--- src/rtl/branch_target_buffer.sv ---
// Direct-mapped branch target buffer for the fetch stage.
// Combinational lookup on FetchPC, 2-bit saturating direction counters,
// training from the ID-stage branch decoder, and the IF/ID-aligned Cache bit.
module branch_target_buffer #(
    parameter int ENTRIES    = 16,
    parameter int INDEX_BITS = 4
) (
    input  logic        Clk,
    input  logic        Reset,
    input  logic [31:0] FetchPC,
    output logic        PredTaken,
    output logic [31:0] PredTarget,
    input  logic        Stall,
    input  logic        Flush,
    output logic        Cache,
    input  logic        UpdateValid,
    input  logic [31:0] UpdatePC,
    input  logic        UpdateTaken,
    input  logic [31:0] UpdateTarget
);

    localparam int TAG_BITS = 30 - INDEX_BITS;

    // Entry storage
    logic                valid_r  [ENTRIES];
    logic [TAG_BITS-1:0] tag_r    [ENTRIES];
    logic [31:0]         target_r [ENTRIES];
    logic [1:0]          ctr_r    [ENTRIES];

    logic [INDEX_BITS-1:0] fetch_idx_s;
    logic [TAG_BITS-1:0]   fetch_tag_s;
    logic [INDEX_BITS-1:0] upd_idx_s;
    logic [TAG_BITS-1:0]   upd_tag_s;
    logic                  fetch_hit_s;
    logic                  upd_hit_s;
    logic                  pred_taken_s;
    logic [31:0]           pred_target_s;
    logic                  cache_r;

    // Byte-offset bits of a word-aligned PC never take part in lookup.
    logic unused_pc_bits_s;
    assign unused_pc_bits_s = ^{FetchPC[1:0], UpdatePC[1:0]};

    assign fetch_idx_s = FetchPC[INDEX_BITS+1:2];
    assign fetch_tag_s = FetchPC[31:INDEX_BITS+2];
    assign upd_idx_s   = UpdatePC[INDEX_BITS+1:2];
    assign upd_tag_s   = UpdatePC[31:INDEX_BITS+2];

    // Saturating increment: taken at strong-T stays strong-T.
    function automatic logic [1:0] sat_inc(input logic [1:0] c);
        logic [1:0] r;
        case (c)
            2'b11:   r = 2'b11;
            default: r = c + 2'b01;
        endcase
        return r;
    endfunction

    // Saturating decrement: not-taken at strong-NT stays strong-NT.
    function automatic logic [1:0] sat_dec(input logic [1:0] c);
        logic [1:0] r;
        case (c)
            2'b00:   r = 2'b00;
            default: r = c - 2'b01;
        endcase
        return r;
    endfunction

    // Lookup: pre-update contents only, no write-to-read bypass.
    always_comb begin
        fetch_hit_s   = 1'b0;
        pred_taken_s  = 1'b0;
        pred_target_s = 32'h0000_0000;
        fetch_hit_s   = valid_r[fetch_idx_s] && (tag_r[fetch_idx_s] == fetch_tag_s);
        if (fetch_hit_s && ctr_r[fetch_idx_s][1]) begin
            pred_taken_s  = 1'b1;
            pred_target_s = target_r[fetch_idx_s];
        end else begin
            pred_taken_s  = 1'b0;
            pred_target_s = 32'h0000_0000;
        end
    end

    // Update-side hit detection for the resolved branch.
    always_comb begin
        upd_hit_s = 1'b0;
        if (valid_r[upd_idx_s] && (tag_r[upd_idx_s] == upd_tag_s)) begin
            upd_hit_s = 1'b1;
        end else begin
            upd_hit_s = 1'b0;
        end
    end

    // Training: reset clears every entry; otherwise apply the resolved outcome.
    always_ff @(posedge Clk) begin
        if (Reset) begin
            for (int i = 0; i < ENTRIES; i++) begin
                valid_r[i]  <= 1'b0;
                tag_r[i]    <= '0;
                target_r[i] <= 32'h0000_0000;
                ctr_r[i]    <= 2'b01;
            end
        end else if (UpdateValid) begin
            if (upd_hit_s) begin
                if (UpdateTaken) begin
                    ctr_r[upd_idx_s]    <= sat_inc(ctr_r[upd_idx_s]);
                    target_r[upd_idx_s] <= UpdateTarget;
                end else begin
                    ctr_r[upd_idx_s]    <= sat_dec(ctr_r[upd_idx_s]);
                end
            end else if (UpdateTaken) begin
                // Allocate or replace an aliasing entry, starting weakly taken.
                valid_r[upd_idx_s]  <= 1'b1;
                tag_r[upd_idx_s]    <= upd_tag_s;
                target_r[upd_idx_s] <= UpdateTarget;
                ctr_r[upd_idx_s]    <= 2'b10;
            end
            // A not-taken miss leaves the existing entry untouched.
        end
    end

    // IF/ID prediction register: Reset > Flush > Stall > load.
    always_ff @(posedge Clk) begin
        if (Reset) begin
            cache_r <= 1'b0;
        end else if (Flush) begin
            cache_r <= 1'b0;
        end else if (Stall) begin
            cache_r <= cache_r;
        end else begin
            cache_r <= pred_taken_s;
        end
    end

    assign PredTaken  = pred_taken_s;
    assign PredTarget = pred_target_s;
    assign Cache      = cache_r;

endmodule
--- config.mk ---
export PLATFORM = sky130hd
export DESIGN_NAME = branch_target_buffer
export DESIGN_NICKNAME = d
export VERILOG_FILES = /design/src/rtl/branch_target_buffer.sv
export SDC_FILE = /design/constraint.sdc
export NUM_CORES = 1
export LEC_CHECK = 0
export ABC_CLOCK_PERIOD_IN_PS = 5200
export BUFFER_PORTS_ARGS = -buffer_cell sky130_fd_sc_hd__buf_4
export CORE_ASPECT_RATIO = 1.2
export CORE_UTILIZATION = 42
export DETAILED_ROUTE_END_ITERATION = 6
export GPL_ROUTABILITY_DRIVEN = 0
export PLACE_DENSITY_LB_ADDON = 0.15
export SKIP_LAST_GASP = 1
export SLEW_MARGIN = 40
export SYNTH_ARGS = -nofsm -noshare
export SYNTH_HDL_FRONTEND = slang
export SYNTH_SLANG_ARGS = --single-unit
--- constraint.sdc ---
create_clock -name Clk -period 5.2 [get_ports Clk]
set_input_delay 0 -clock Clk [delete_from_list [all_inputs] [get_ports Clk]]
set_output_delay 0 -clock Clk [all_outputs]
set_load 0.05 [all_outputs]
==> out/results.tsv, run 1 <==
stage	metric	value	unit
route	post-route antenna net violation count	0	
timing	crit share post-route	86.6	%
timing	final count of hold timing violations	0	
timing	RSZ-0062 raised after global routing	false	
yosys	Yosys reg bits	977	
critical_path	R2R depth	11	
yosys	Post-Syn Nets	3203	
route	drt pass-1 iters	5	
worst_hold_path	hold path depth	4	
yosys	ys flop type	edfxtp_1	
placed_design	Place WS	0.606	ns
status	status	completed	
critical_path	WP data arrival	4.51	ns
clock_network	clock sink count	977	
clock_network	clock root buffer	clkbuf_16	
route	Residual DRC	0	
floorplan	die area	0.117	sq mm
timing	post-layout min period	4.51	ns
placed_design	post-place instance area	0.0518	sq mm
clock_network	clock latency on the worst-skew pair	0.73	ns
critical_path	WS Path Type	reg -> out	
placed_design	I/O Buffers	131	
yosys	Gate Count Post-Synth	3101	
timing	final-report setup violation count	0	
route	drt via density	5.92	
global_route	initial antenna violation count	15	
worst_hold_path	Worst Hold Endpoint	Cache$_SDFFE_PP0N_	
timing	fmax	222	MHz
global_route	all-layer global routing usage	26.1	%
clock_network	Post CTS Setup Buffer Count	0	
pwr	total power	18.4	mW
yosys	mapped cell area	0.0485	sq mm
worst_hold_path	Min-Delay Path Class	in -> reg	
critical_path	worst r2r src	tag_r[8][1]$_SDFFCE_PN0P_	
clock_network	Worst-path clk slew	0.06	ns
global_route	total gr overflow	0	
global_route	met3 global-route usage	4.35	%
finish	fraction of layout cells with a size suffix above 1	26.0	%
timing	setup TNS	0	ns
clock_network	CTS Buffer Depth	3	
timing	Relative slew margins	41.1	%
critical_path	FF-to-FF setup slack	0.94	ns
critical_path	Crit Reg-Reg Endpoint	tag_r[1][7]$_SDFFCE_PN0P_	
yosys	synthesized area per cell	15.7	sq um
pwr	PwrDens	330	mW/mm^2
clock_network	TritonCTS clock tree	built	
global_route	met1 Use GR	31.9	%
yosys	Synth async-reset ratio	0	%
timing	worst slew pin tran	0.882	ns
critical_path	CP max FO	33	
global_route	GR peak layer	met2	
finish	Area growth syn-to-layout	14.8	%
placed_design	HPWL Detailed	86500	um
floorplan	Starting Density	42.4	%
pwr	P_leak	19.5	nW
global_route	grt met2 use	45.7	%
global_route	largest net degree at the start of global routing	70	
worst_hold_path	HP Start	Stall	
floorplan	Ports	136	
route	Post-Route WL	152000	um
route	vias	28600	
floorplan	Core Box Area	0.115	sq mm
floorplan	Rows	136	
yosys	YS warnings	0	
yosys	number of enable flip-flop cells after synthesis	960	
timing	Slew Limit Fails	0	
critical_path	startpoint types	flop	
global_route	global-route wire length before repair	217000	um
yosys	Seq/Total Area, Yosys	60.1	%
global_route	number of global-route vias before repair	29900	
timing	worst-case clock skew	0.0459	ns
timing	Final WS setup	0.695	ns
floorplan	Die Y	374	um
yosys	Synth cell types	57	
clock_network	CTS H-tree lvls	3	
floorplan	die width	312	um
route	initial DRC count	2932	
clock_network	CTS buffer count	102	
flow_run	maxcap violations	0	
pwr	Peak VDD IR	0.283	mV
critical_path	data required time of the critical path	5.20	ns
route	Avg WL per Cell	31.4	um
finish	fin area	0.0557	sq mm
critical_path	Worst Setup End Kind	primary output	
finish	Net count, final	3331	
==> metrics by stage <==
stage	cells	util, %	hold WS, ns
2_1_floorplan	3101	-	0.0728
3_3_place_gp	4576	45.1	0.162
3_5_place_dp	4580	45.2	0.176
4_1_cts	4831	48.7	0.0662
5_1_grt	4834	48.7	0.127
6_report	4837	48.7	0.129
==> power by group <==
group	total (mW)	switching, mW	leakage, nW	internal (mW)
sequential	9.21	0.162	9.24	9.05
combinational	1.84	1.03	8.61	0.811
clock	7.35	3.19	1.62	4.16
total	18.4	4.38	19.5	14.0
==> how the worst max path moves through the flow <==
stage                           startpoint  cells after the start  slack [ns]                            end
2_1_floorplan                  UpdatePC[4]                      7        1.18  target_r[12][0]$_SDFFCE_PN0P_
3_3_place_gp                   UpdatePC[2]                     12        0.58     tag_r[1][14]$_SDFFCE_PN0P_
3_5_place_dp                   UpdatePC[2]                     12        0.61     tag_r[1][14]$_SDFFCE_PN0P_
4_1_cts        tag_r[15][22]$_SDFFCE_PN0P_                      8        0.74                 PredTarget[24]
5_1_grt         tag_r[1][22]$_SDFFCE_PN0P_                      8        0.65                 PredTarget[25]
6_report        tag_r[0][22]$_SDFFCE_PN0P_                      8        0.69                 PredTarget[25]
==> critical path, stage by stage (launching register included) <==
cell	delay, ns
edfxtp_1	0.41
mux4_2	0.46
mux4_2	0.47
xnor2_1	0.69
nand4_1	0.41
nor3_2	0.46
buf_12	0.27
and3_1	0.33
buf_4	0.24
==> state kept, by name (all words and copies together) (netlist names) <==
signal    count
target_r    512
tag_r       416
ctr_r        32
valid_r      16
Cache         1
==> routing by layer <==
| metal | share of wire (%) | wire (um) | up-vias |
|---|---|---|---|
| li1 | - | - | 12000 |
| met1 | 38 | 57700 | 15100 |
| met2 | 52 | 78400 | 1230 |
| met3 | 6.6 | 10000 | 303 |
| met4 | 3.8 | 5770 | 8 |
| met5 | 0.034 | 51 | - |
==> cell families (layout without fill, tap and decap cells) <==
group / Yosys count / in the layout / share of synthesized area (%)
muxes: 487 / 487 / 19.8
other: 0 / 6 / 0
buffers and inverters: 303 / 515 / 2.73
DFF: 977 / 977 / 60.1
AOI/OAI and AO/OA: 130 / 130 / 1.84
xor gates and xnor gates: 57 / 57 / 1.03
and+or+nand+nor: 1147 / 1147 / 14.5
==> cells in the final DEF (no fill, tap or decap), types with 17 or more instances in the layout <==
cell,synthesis,routed
mux2i_1,106,106
dfxtp_1,17,17
and2_1,931,931
nand3_1,20,20
a22oi_1,22,22
edfxtp_1,960,960
dlygate4sd3_1,0,63
nand2_1,34,32
mux4_2,377,377
o21ai_0,33,17
clkbuf_16,0,104
a21o_1,26,26
or2_2,17,17
xnor2_1,48,48
clkbuf_1,204,25
buf_4,13,235
and3_1,37,37
clkinv_2,0,17
clkinv_1,2,19
==> synth_stat cells (20+ instances only) <==
| cell type | number | area, sq um |
|---|---|---|
| nor2_1 | 28 | 105 |
| edfxtp_1 | 960 | 28800 |
| nor3_1 | 20 | 100 |
| and3_1 | 37 | 231 |
| nand2_1 | 34 | 128 |
| and2_1 | 931 | 5820 |
| clkbuf_1 | 204 | 766 |
| mux2i_1 | 106 | 1060 |
| o21ai_0 | 33 | 165 |
| buf_2 | 44 | 220 |
| a21o_1 | 26 | 195 |
| mux4_2 | 377 | 8490 |
| a22oi_1 | 22 | 165 |
| xnor2_1 | 48 | 420 |
| buf_1 | 26 | 97.6 |
| nand3_1 | 20 | 100 |
==> final cells by class <==
cell class / count / area [sq um]
clock inverters: 54 / 564
fillers: 9672 / 58800
repair buffers: 322 / 2850
well taps: 1518 / 1900
diodes: 6 / 15.0
multi-input cells: 1821 / 18500
clock buffers: 134 / 2770
inverters: 5 / 18.8
flip-flops and latches: 977 / 29200
==> timing repair <==
item / in CTS / in global routing
resized for setup: 0 / 0
hold endpoints to repair: 970 / 0
hold buffers: 63 / 0
(Power assumes the default switching activity.)
==> run 2: changes to the inputs <==
MAX_ROUTING_LAYER = met4   (was default)
==> out/results.tsv, run 2 (synthesis results as in run 1) <==
stage	metric	value	unit	change
status	status	completed		
pwr	PwrDens	330	mW/mm^2	about the same
placed_design	Place WS	0.606	ns	unchanged
global_route	largest net degree at the start of global routing	70		unchanged
timing	post-layout min period	4.53	ns	+0.0219 ns
global_route	met1 Use GR	31.9	%	unchanged
route	drt pass-1 iters	6		+1
pwr	Peak VDD IR	0.284	mV	+0.33%
critical_path	CP max FO	33		unchanged
critical_path	WP data arrival	4.53	ns	+0.02 ns
critical_path	Buf/Inv on CP	2		unchanged
clock_network	CTS Buffer Depth	3		unchanged
pwr	total power	18.4	mW	about the same
timing	RSZ-0062 raised after global routing	false		
finish	Most flops, register	target_r		
finish	Net count, final	3331		unchanged
route	Residual DRC	0		unchanged
critical_path	Top Family by Delay on Critical Path	simple AND/OR/NAND/NOR gates		
global_route	initial antenna violation count	15		unchanged
timing	crit share post-route	87.1	%	+0.42 points
timing	final count of hold timing violations	0		unchanged
clock_network	clock root buffer	clkbuf_16		
timing	setup TNS	0	ns	unchanged
timing	Slew Limit Fails	0		unchanged
floorplan	Rows	136		unchanged
clock_network	clock sink count	977		unchanged
finish	Largest regs	target_r (512), tag_r (416), ctr_r (32)		
clock_network	Worst-path clk slew	0.06	ns	about the same
placed_design	I/O Buffers	131		unchanged
global_route	number of global-route vias before repair	29900		-0.067%
route	post-route antenna net violation count	0		unchanged
clock_network	Post CTS Setup Buffer Count	0		unchanged
finish	filler instances	9667		-0.052%
floorplan	Ports	136		unchanged
route	Avg WL per Cell	31.3	um	-0.20%
floorplan	Die Y	374	um	unchanged
critical_path	Slowest-stage cell, CP	xnor2_1		
route	Post-Route WL	152000	um	about the same
pwr	P_leak	19.5	nW	unchanged
critical_path	crit-path max cell delay	0.71	ns	+0.02 ns
critical_path	Worst path most repeated cell	mux4_2		
timing	worst-case clock skew	0.0412	ns	-0.00474 ns
finish	Largest register FFs	512		unchanged
finish	most frequent cells in the layout	edfxtp_1, and2_1, mux4_2, buf_4, mux2i_1		
floorplan	Core Box Area	0.115	sq mm	unchanged
finish	Area growth syn-to-layout	14.8	%	about the same
worst_hold_path	Min-Delay Path Class	in -> reg		
finish	commonest non-fill, non-tap cell in the layout	edfxtp_1		
floorplan	die width	312	um	unchanged
clock_network	TritonCTS clock tree	built		
critical_path	data required time of the critical path	5.20	ns	about the same
global_route	met3 global-route usage	4.37	%	+0.022 points
clock_network	clock latency on the worst-skew pair	0.72	ns	about the same
finish	FF+latch area	0.0292	sq mm	unchanged
timing	final-report setup violation count	0		unchanged
critical_path	Worst Setup End Kind	primary output		
global_route	all-layer global routing usage	26.9	%	+0.80 points
critical_path	WS Path Type	reg -> out		
critical_path	startpoint types	flop		
global_route	global-route wire length before repair	217000	um	about the same
timing	Relative slew margins	40.2	%	-0.88 points
route	vias	28600		-0.12%
finish	fraction of layout cells with a size suffix above 1	26.0	%	unchanged
finish	multi-input gate area in the final layout	0.0185	sq mm	unchanged
timing	Final WS setup	0.673	ns	-0.0219 ns
global_route	total gr overflow	0		unchanged
placed_design	HPWL Detailed	86500	um	unchanged
global_route	GR peak layer	met2		
timing	worst slew pin tran	0.895	ns	+0.0131 ns
floorplan	die area	0.117	sq mm	unchanged
route	initial DRC count	2941		+0.31%
clock_network	CTS buffer count	102		unchanged
route	drt via density	5.90		-0.22%
flow_run	maxcap violations	0		unchanged
timing	fmax	221	MHz	-0.48%
critical_path	Cell Chain, Critical Path	mux4_2 > mux4_2 > xnor2_1 > nand4_1 > nor3_2 > buf_12 > and3_1 > buf_4		
clock_network	CTS H-tree lvls	3		unchanged
floorplan	Starting Density	42.4	%	unchanged
global_route	grt met2 use	45.7	%	about the same
clock_network	PostCTS Resize Cnt	0		unchanged
[run 2: cell types whose count changed in the layout (fill, tap and decap cells not counted), sizes merged]
cell	delta
diode	+5
[run 2: cell type report]
| cell class | count | share of cell area (%) |
|---|---|---|
| tap | 1518 | 3.41 |
| clock inverter | 54 | 1.01 |
| antenna | 11 | 0.0494 |
| timing repair buffer | 322 | 5.11 |
| inverter | 5 | 0.0337 |
| clock buffer | 134 | 4.96 |
| sequential | 977 | 52.3 |
| multi-input combinational | 1821 | 33.1 |
[run 2: metrics by stage]
stage | cell area, sq um | hold WS [ns] | utilization [%] | instances
floorplan | 48500 | 0.0728 | - | 3101
global route | 55700 | 0.126 | 48.7 | 4840
detailed placement | 51800 | 0.176 | 45.2 | 4580
CTS | 55700 | 0.0662 | 48.7 | 4831
finish | 55700 | 0.127 | 48.7 | 4842
global placement | 51600 | 0.162 | 45.1 | 4576
[run 2: path summary, 6_finish.rpt]
path                               startpoint                        end  slack, ns  cells after the start
hold / removal                          Stall         Cache$_SDFFE_PP0N_       0.13                      4
setup reg to reg    tag_r[8][1]$_SDFFCE_PN0P_  tag_r[1][7]$_SDFFCE_PN0P_       0.98                     11
hold reg to reg           valid_r[14]$_DFF_P_        valid_r[14]$_DFF_P_       0.49                      1
setup / recovery  tag_r[13][22]$_SDFFCE_PN0P_             PredTarget[25]       0.67                      8
[run 2: worst reg2reg max path: stages, from the launching register on]
cell      delay (ns)
edfxtp_1        0.42
mux4_2          0.50
mux2i_1         0.19
mux2i_1         0.12
xnor2_1         0.51
or3b_1          0.43
nor4_2          0.39
and3_1          0.24
buf_4           0.24
nor3_2          0.07
or2_2           0.54
buf_4           0.30
[run 2: power breakdown]
part	total, mW	switching [mW]	internal [mW]
registers	9.21	0.161	9.05
clock network	7.36	3.20	4.16
logic	1.84	1.03	0.811
[run 2: repair_timing]
action,CTS,global route
setup endpoints to repair,0,0
hold buffers,63,0
hold endpoints to repair,970,0
[run 2: metal layers]
layer  share of wire [%]  up-vias
met5                   0        -
met4                 4.0        0
met3                 6.5      297
met2                  52     1193
met1                  38    15100
li1                    -    12000
==> run 3: changes to the inputs <==
--- a/config.mk
+++ b/config.mk
@@ -9,4 +9,5 @@
 export BUFFER_PORTS_ARGS = -buffer_cell sky130_fd_sc_hd__buf_4
 export CORE_ASPECT_RATIO = 1.2
+export CORE_MARGIN = 1.5
 export CORE_UTILIZATION = 42
 export DETAILED_ROUTE_END_ITERATION = 6
==> constraint.sdc (replaced) <==
create_clock -name Clk -period 5.2 [get_ports Clk]
set_input_delay 0 -clock Clk [delete_from_list [all_inputs] [get_ports Clk]]
set_output_delay 0 -clock Clk [all_outputs]
set_load 0.1 [all_outputs]
==> out/results.tsv, run 3 (synthesis results as in run 1) <==
stage	metric	value	unit	change
timing	Hold WS	0.0591	ns	-0.0677 ns
critical_path	worst r2r src	tag_r[10][15]$_SDFFCE_PN0P_		
timing	fmax	229	MHz	+3.7%
critical_path	WS Path Type	reg -> reg		
pwr	Flop pwr share	50.7	%	+0.7 points
pwr	combinational power share	10.2	%	+0.2 points
placed_design	HPWL Detailed	86000	um	-0.65%
clock_network	CTS Buffer Depth	3		unchanged
floorplan	die area	0.118	sq mm	+0.59%
pwr	Peak VDD IR	0.264	mV	-6.9%
timing	worst slew pin tran	0.963	ns	+0.0680 ns
timing	Relative slew margins	35.1	%	-5.1 points
clock_network	clock sink count	977		unchanged
pwr	total net switching power	4.26	mW	-2.9%
pwr	internal power	13.9	mW	-0.95%
timing	RSZ-0062 raised after global routing	false		
route	vias	28400		-0.70%
global_route	largest net degree at the start of global routing	69		-1.4%
finish	Largest register FFs	512		unchanged
finish	fraction of layout cells with a size suffix above 1	25.8	%	-0.28 points
global_route	total gr overflow	0		unchanged
finish	Largest regs	target_r (512), tag_r (416), ctr_r (32)		
route	drt pass-1 iters	5		-1
critical_path	Critical Path Start	tag_r[10][15]$_SDFFCE_PN0P_		
global_route	initial antenna violation count	16		+1
clock_network	CTS H-tree lvls	3		unchanged
clock_network	clock latency on the worst-skew pair	0.69	ns	-0.03 ns
critical_path	R2R depth	11		unchanged
global_route	number of global-route vias before repair	29800		-0.31%
floorplan	die width	313	um	+0.32%
finish	Net count, final	3336		+0.15%
pwr	sw frac	23.5	%	-0.36 points
critical_path	FF-to-FF setup slack	0.83	ns	-0.15 ns
flow_run	maxcap violations	0		unchanged
critical_path	WP data arrival	4.71	ns	+0.18 ns
timing	worst-case clock skew	0.0180	ns	-0.0232 ns
route	Avg WL per Cell	30.9	um	-1.3%
finish	Most flops, register	target_r		
worst_hold_path	Min-Delay Path Class	in -> reg		
route	Residual DRC	0		unchanged
critical_path	Crit Reg-Reg Endpoint	tag_r[12][24]$_SDFFCE_PN0P_		
clock_network	Worst-path clk slew	0.06	ns	about the same
critical_path	startpoint types	flop		
floorplan	Core Box Area	0.115	sq mm	unchanged
critical_path	data required time of the critical path	5.55	ns	+0.35 ns
finish	Area growth syn-to-layout	14.6	%	
clock_network	Post CTS Setup Buffer Count	0		unchanged
status	status	completed		
timing	final-report setup violation count	0		unchanged
critical_path	end of the critical path	tag_r[12][24]$_SDFFCE_PN0P_		
route	Post-Route WL	150000	um	-1.4%
clock_network	Post-CTS Hold Fix Bufs	62		-1.6%
timing	Slew Limit Fails	0		unchanged
global_route	grt met2 use	45.8	%	+0.16 points
finish	final cell count without fillers	4841		-0.021%
pwr	PwrDens	326	mW/mm^2	-1.2%
floorplan	Rows	136		unchanged
floorplan	Ports	136		unchanged
timing	crit share post-route	84.0	%	-3.1 points
finish	most frequent cells in the layout	edfxtp_1, and2_1, mux4_2, buf_4, mux2i_1		
critical_path	CP max FO	26		-21%
clock_network	CTS buffer count	103		+0.98%
critical_path	Worst Setup End Kind	flop		
placed_design	DP Cell Count	4585		+0.11%
global_route	GR peak layer	met2		
finish	commonest non-fill, non-tap cell in the layout	edfxtp_1		
placed_design	I/O Buffers	131		unchanged
clock_network	PostCTS Resize Cnt	0		unchanged
clock_network	TritonCTS clock tree	built		
global_route	met1 Use GR	31.0	%	-0.97 points
timing	post-layout min period	4.37	ns	-0.161 ns
global_route	met3 global-route usage	3.54	%	-0.84 points
timing	final count of hold timing violations	0		unchanged
route	initial DRC count	2959		+0.61%
clock_network	clock root buffer	clkbuf_16		
floorplan	Die Y	375	um	+0.27%
floorplan	Starting Density	42.4	%	unchanged
global_route	global-route wire length before repair	213000	um	-1.8%
route	post-route antenna net violation count	0		unchanged
pwr	P_leak	19.4	nW	-0.25%
timing	setup TNS	0	ns	unchanged
global_route	all-layer global routing usage	26.3	%	-0.59 points
route	drt via density	5.86		-0.68%
pwr	clock power share	39.1	%	-0.9 points
run 3: worst max-delay path, cell delays in order (launching register included):
cell      delay (ns)
edfxtp_1        0.41
mux4_2          0.49
mux2i_1         0.28
mux2i_1         0.21
xor2_1          0.22
or3b_1          0.42
nor4_2          0.47
and3_1          0.54
buf_4           0.29
nor3_4          0.06
or2_2           0.28
buf_4           0.32
run 3: worst min-delay path by stage:
stage,end,start,slack (ns),depth (start not counted)
after global routing,ctr_r[12][1]$_SDFFCE_PN0P_,UpdateTaken,0.05,4
after detailed placement,Cache$_SDFFE_PP0N_,Flush,0.16,2
final,ctr_r[10][1]$_SDFFCE_PN0P_,UpdateTaken,0.06,4
after CTS,ctr_r[12][1]$_SDFFCE_PN0P_,UpdateTaken,0.005,4
after floorplan,Cache$_SDFFE_PP0N_,Flush,0.07,1
after global placement,Cache$_SDFFE_PP0N_,Flush,0.16,2
run 3: per-layer routing:
layer	up-vias	part of all wire, %
met1	14900	37
met3	293	6.6
met5	-	0
met2	1186	52
li1	12000	-
met4	0	3.9
run 3: metrics by stage:
stage	total power [mW]	util (%)	setup WS [ns]	instance area [sq um]
floorplan	10.4	-	1.18	48500
global placement	11.1	45.1	0.466	51600
detailed placement	11.2	45.3	0.452	51800
CTS	18.3	48.6	0.901	55600
global route	18.7	48.6	0.702	55600
finish	18.1	48.6	0.834	55600
run 3: final cells by class:
class / instances / area [sq um]
well taps: 1518 / 1900
fillers: 9659 / 58900
diodes: 9 / 22.5
clock inverters: 47 / 400
clock buffers: 138 / 2770
flip-flops and latches: 977 / 29200
multi-input cells: 1821 / 18400
inverters: 5 / 18.8
repair buffers: 326 / 2920
run 3: power groups by stage:
stage	sequential (mW)	combinational (mW)	clock, mW
global placement	9.34	1.80	0
detailed placement	9.37	1.82	0
CTS	9.21	1.86	7.20
floorplan	9.31	1.14	0
global route	9.24	1.94	7.50
finish	9.21	1.85	7.09
